--- src/rtl/uart_host_arb_pkg.sv ---
// uart_host_arb_pkg: register select, FSM state and STAT bit encodings shared by the uart_host arbiter
package uart_host_arb_pkg;
  typedef enum logic [1:0] {
    ST_IDLE    = 2'd0,
    ST_STROBE  = 2'd1,
    ST_CAPTURE = 2'd2
  } state_t;
  localparam logic [1:0] SEL_CTRL = 2'd0;
  localparam logic [1:0] SEL_STAT = 2'd1;
  localparam logic [1:0] SEL_DATA = 2'd2;
  localparam logic [1:0] SEL_RSVD = 2'd3;
  localparam int STAT_TX_EMPTY = 2;
  localparam int STAT_RX_EMPTY = 7;
  localparam logic [7:0] RDATA_RSVD = 8'hFF;
endpackage

--- src/rtl/uart_host_arb_rr_arbiter.sv ---
// rr_arbiter: combinational round-robin pick starting after the last granted index, or the held owner
module rr_arbiter #(
  parameter int N = 2
) (
  input  logic [N-1:0]         i_req,
  input  logic [$clog2(N)-1:0] i_last,
  input  logic                 i_hold,
  input  logic [N-1:0]         i_owner,
  output logic [N-1:0]         o_pick
);
  localparam int W = $clog2(N);
  logic         w_found;
  logic [W-1:0] w_idx;
  always_comb begin
    o_pick  = '0;
    w_found = 1'b0;
    w_idx   = '0;
    for (int k = 1; k <= N; k++) begin
      w_idx = W'((int'(i_last) + k) % N);
      if (!w_found && i_req[w_idx]) begin
        o_pick[w_idx] = 1'b1;
        w_found       = 1'b1;
      end
    end
    if (i_hold) o_pick = i_owner & i_req;
  end
endmodule

--- src/rtl/uart_host_arb.sv ---
// uart_host_arb: shares the uart_host register port between NREQ requesters with
// round-robin grants, optional lock, one strobe cycle per access and registered read data.
module uart_host_arb
  import uart_host_arb_pkg::*;
#(
  parameter int NREQ = 2
) (
  input  logic              clk,
  input  logic              resetn,
  input  logic [NREQ-1:0]   req_i,
  input  logic [NREQ-1:0]   lock_i,
  input  logic [NREQ-1:0]   wr_i,
  input  logic [2*NREQ-1:0] sel_i,
  input  logic [8*NREQ-1:0] wdata_i,
  output logic [NREQ-1:0]   gnt_o,
  output logic [NREQ-1:0]   ack_o,
  output logic [7:0]        rdata_o,
  input  logic [7:0]        uart_reg_d_i,
  output logic [7:0]        uart_reg_d_o,
  output logic              uart_reg_wr_o,
  output logic              uart_reg_rd_o,
  output logic              uart_cs_ctrl_o,
  output logic              uart_cs_stat_o,
  output logic              uart_cs_data_o
);
  localparam int W = $clog2(NREQ);
  state_t          r_state, w_next;
  logic [NREQ-1:0] r_gnt, r_ack, w_pick;
  logic [W-1:0]    r_last, w_idx;
  logic [1:0]      r_sel, w_sel;
  logic [7:0]      r_rdata, r_d, w_wdata;
  logic [2:0]      r_cs;
  logic            r_lock, r_wr, r_wr_o, r_rd_o, w_wr, w_hold, w_own_lock;
  // A locked owner keeps the port while it still requests or keeps lock high
  assign w_hold     = r_lock && |((req_i | lock_i) & r_gnt);
  assign w_own_lock = |(lock_i & r_gnt);
  rr_arbiter #(.N(NREQ)) u_arb (
    .i_req   (req_i),
    .i_last  (r_last),
    .i_hold  (w_hold),
    .i_owner (r_gnt),
    .o_pick  (w_pick)
  );
  always_comb begin
    w_idx = '0;
    for (int k = 0; k < NREQ; k++) w_idx = w_pick[k] ? W'(k) : w_idx;
  end
  assign w_wr    = wr_i[w_idx];
  assign w_sel   = sel_i[{w_idx, 1'b0} +: 2];
  assign w_wdata = wdata_i[{w_idx, 3'b000} +: 8];
  always_comb begin
    w_next = (r_state == ST_IDLE)   ? (|w_pick ? ST_STROBE : ST_IDLE) :
             (r_state == ST_STROBE) ? ST_CAPTURE : ST_IDLE;
  end
  always_ff @(posedge clk or negedge resetn) begin
    if (!resetn) r_state <= ST_IDLE;
    else         r_state <= w_next;
  end
  // Strobe outputs are loaded on the grant edge so they are high for exactly the STROBE cycle
  always_ff @(posedge clk or negedge resetn) begin
    if (!resetn) begin
      r_gnt   <= '0;
      r_ack   <= '0;
      r_rdata <= '0;
      r_last  <= W'(NREQ - 1);
      r_lock  <= 1'b0;
      r_wr    <= 1'b0;
      r_sel   <= SEL_CTRL;
      r_d     <= '0;
      r_cs    <= '0;
      r_wr_o  <= 1'b0;
      r_rd_o  <= 1'b0;
    end else begin
      r_ack  <= '0;
      r_d    <= '0;
      r_cs   <= '0;
      r_wr_o <= 1'b0;
      r_rd_o <= 1'b0;
      if (r_state == ST_IDLE) begin
        if (!w_hold) begin
          r_lock <= 1'b0;
          r_gnt  <= w_pick;
        end
        if (|w_pick) begin
          r_last <= w_idx;
          r_wr   <= w_wr;
          r_sel  <= w_sel;
          r_d    <= w_wdata;
          if (w_sel != SEL_RSVD) begin
            r_wr_o <= w_wr;
            r_rd_o <= !w_wr;
            r_cs   <= {w_sel == SEL_DATA, w_sel == SEL_STAT, w_sel == SEL_CTRL};
          end
        end
      end
      if (r_state == ST_CAPTURE) begin
        r_ack   <= r_gnt;
        r_rdata <= (r_sel == SEL_RSVD) ? RDATA_RSVD : r_wr ? 8'h00 : uart_reg_d_i;
        r_lock  <= w_own_lock;
        if (!w_own_lock) r_gnt <= '0;
      end
    end
  end
  assign gnt_o          = r_gnt;
  assign ack_o          = r_ack;
  assign rdata_o        = r_rdata;
  assign uart_reg_d_o   = r_d;
  assign uart_reg_wr_o  = r_wr_o;
  assign uart_reg_rd_o  = r_rd_o;
  assign uart_cs_ctrl_o = r_cs[0];
  assign uart_cs_stat_o = r_cs[1];
  assign uart_cs_data_o = r_cs[2];
endmodule
--- config.mk ---
export PLATFORM = sky130hd
export DESIGN_NAME = uart_host_arb
export DESIGN_NICKNAME = d
export VERILOG_FILES = /design/src/rtl/uart_host_arb_pkg.sv /design/src/rtl/uart_host_arb_rr_arbiter.sv /design/src/rtl/uart_host_arb.sv
export SDC_FILE = /design/constraint.sdc
export NUM_CORES = 1
export LEC_CHECK = 0
export ABC_AREA = 1
export BUFFER_PORTS_ARGS = -buffer_cell sky130_fd_sc_hd__buf_2
export CAP_MARGIN = 5
export CORE_ASPECT_RATIO = 0.8
export CORE_MARGIN = 5
export CORE_UTILIZATION = 47
export DETAILED_ROUTE_END_ITERATION = 8
export HOLD_SLACK_MARGIN = 0.12
export PLACE_DENSITY = 0.74
export SETUP_SLACK_MARGIN = 0.2
export SYNTH_ARGS = -nofsm -noshare
export SYNTH_HDL_FRONTEND = slang
export SYNTH_SLANG_ARGS = --single-unit
--- constraint.sdc ---
create_clock -name clk -period 1.9 [get_ports clk]
set_input_delay 0 -clock clk [delete_from_list [all_inputs] [get_ports clk]]
set_output_delay 0 -clock clk [all_outputs]
set_load 0.005 [all_outputs]
==> flow_summary.yaml <==
setup_path:
  path_class: "flop to flop"
  critPathBufInv: 1
  worst_ep_arrival_time_ns: 1.69
  cpPeakStageDelay_ns: 0.54
  critical_path.most_common_cell: "nand2_4"
  critical_path_required_ns: 2.04
  slowest_stage: "dfstp_2"
  r2r_setup_slack_ns: 0.35
  crit_chain: "inv_1 > o21ai_2 > nand2_4 > nand3_2 > nand2_4 > nand2_1 > o21ai_0"
  cp_max_fo: 16
  startpoint_type: "flop"
  crit_path_end_kind: "flop"
  cp_top_family: "flip-flops"
route:
  drc: 0
  avgViaCountPerCell: 4.63
  post_drt_wl_per_cell_um: 12.3
  routed_wl_mm: 3.82
  dr.pass1.iters: 4
  num_vias: 1440
  postRouteAntennaNets: 0
  drtIter0Drc: 74
yosys:
  postSynthCellCount: 176
  yosysWarnings: 0
  synth-edff-count: 0
  avgSynthCellArea_um2: 8.56
  synth.distinct_cells: 23
  synth_nets: 212
  yosysTopAreaCell: "dfrtp_1"
  synthTopCellsByArea: "dfrtp_1 51%, nand2_1 12%, nand3_1 5.3%, inv_1 4.7%, nor2_1 4.7%"
  syn_area_um2: 1510
  synthArstFlopShare_pct: 100
  synthTopCellsByCount: "49 x nand2_1, 31 x dfrtp_1, 19 x inv_1, 19 x nor2_1, 16 x nand3_1"
  yosysSeqAreaShare_pct: 53.2
  synth-seq-cells: 32
  synth_most_common_cell: "nand2_1"
  synth.top_cell.area_share_pct: 51.5
  synthFlopType: "dfrtp_1"
sta:
  fin_setup_tns_ns: 0
  period_share_pct: 81.6
  layout_min_cycle_time_ns: 1.55
  rsz0062_at_grt: "false"
  finalMaxSlewViolations: 0
  finClkSkew_ns: 0.00463
  setup_viol: 0
  tightest_slew_ns: 0.655
  hold_viol: 0
  slew_headroom_pct: 56.3
  fmax_mhz: 645
min_path:
  min_path_type: "input pin to flop"
floorplan:
  core_um2: 3090
  die_y_um: 60.6
  io_pins: 61
  fp.dieW_um: 73.3
  row_count: 18
  dieArea_um2: 4440
  start_util_pct: 48.8
pwr:
  max-vdd-ir-drop_uv: 897
  p_per_area_nw_per_um2: 1450
  p_leak_nw: 1.26
placed_design:
  gp_congestion: 0.820
  hpwl_mm: 2.39
  port_buffers: 60
  place_inst: 273
final_layout:
  multi_input_area_um2: 583
  layout-drive-gt1-share_pct: 30.6
  layout.cells.non_filler: 311
  area_growth_pct: 48.3
  diodes: 0
  fillers: 217
  regArea_um2: 802
  nNetsFinal: 306
clocking:
  cts_sinks: 32
  root_buffer: "clkbuf_8"
  clkSlewWorstSetupHoldPaths_ns: 0.06
  post-cts-setup-buffers: 0
  cts_max_level: 2
  cts_buffers: 5
  cts_buffer_depth: 2
  cts_tree: "yes"
  insertion_delay_ns: 0.28
grt:
  grt_pass1_wl_mm: 6.38
  grt_overflow: 0
  met1_usage_pct: 24.3
  grtUsageMet3_pct: 6.62
  grt_max_degree: 33
  grt_pass1_vias: 1395
  grt-busiest-layer: "met2"
  met2_usage_pct: 31.0
  grt_use_total_pct: 19.3
  antenna_found_initial: 0
run:
  max-cap-violations: 0
run_status:
  outcome: "complete, no violations"
cells by family after synthesis:
family | share of synthesized area [%]
AND/OR/NAND/NOR | 29.8
flip-flops | 53.2
buffers and inverters | 8.30
AO/OA/AOI/OAI | 8.64
worst paths after layout:
check,startpoint,to,cells past startpoint
setup / recovery,r_last,r_wr,7
hold / removal,req_i[0],gnt_o[1],3
setup reg to reg,r_last,r_wr,7
hold reg to reg,r_state[1],r_state[1],1
max in group asynchronous,resetn,r_wr,2
min in group asynchronous,resetn,gnt_o[1],2
sequential cells by signal, summed over array words and instances (netlist names), 2 cells and up:
signal and cells:
ack_o 2, r_cs 3, r_sel 2, r_state 2, gnt_o 2, rdata_o 8
uart_reg_d_o 8
stage by stage:
step	setup slack [ns]	total power (W)	cell area, um^2	hold slack (ns)	utilization [%]
floorplan	0.541	0.00220	1510	-0.296	-
global placement	0.407	0.00254	1820	0.0810	59.0
detailed placement	0.337	0.00256	1820	0.0740	59.0
CTS	0.327	0.00324	2230	0.129	72.3
global route	0.247	0.00356	2230	0.158	72.4
finish	0.349	0.00324	2230	0.136	72.4
layout by cell type, fill, tap and decap left out, drive strengths merged:
cell type,Yosys,final
nand3b,1,1
a31oi,1,1
o21ai,7,7
buf,4,61
a22o,1,1
dlygate4sd3,0,30
o21a,1,1
inv,20,20
clkinv,2,3
nand2,56,56
nand3,19,19
dfrtp,31,31
a21oi,13,13
clkbuf,0,6
dfstp,1,1
bufinv,0,1
nor2,19,19
worst reg2reg max path: stages (launching register included):
cell	delay [ns]
dfstp_2	0.54
inv_1	0.06
o21ai_2	0.16
nand2_4	0.15
nand3_2	0.14
nand2_4	0.13
nand2_1	0.12
o21ai_0	0.11
power by group:
group          switching, W  internal, W
Sequential         0.000158     0.000982
Clock              0.000235     0.000389
Combinational      0.000900     0.000576
routing by layer:
| layer | part of all wire, % | vias up |
|---|---|---|
| li1 | - | 743 |
| met1 | 42 | 635 |
| met2 | 49 | 55 |
| met3 | 6.7 | 7 |
| met4 | 2.0 | 0 |
| met5 | 0 | - |
timing repair:
item                                    CTS  global route
endpoints found under the setup margin    0             4
hold buffers                             30             0
resized for setup                         0             1
hold endpoints to repair                 54             0
area by class of cell:
cell class	count	share of cell area (%)
multi-input cells	118	26.1
clock inverters	2	1.57
clock buffers	6	3.25
flip-flops and latches	32	35.9
well taps	40	2.24
inverters	22	3.70
repair buffers	91	27.2
(Power assumes the default switching activity.)
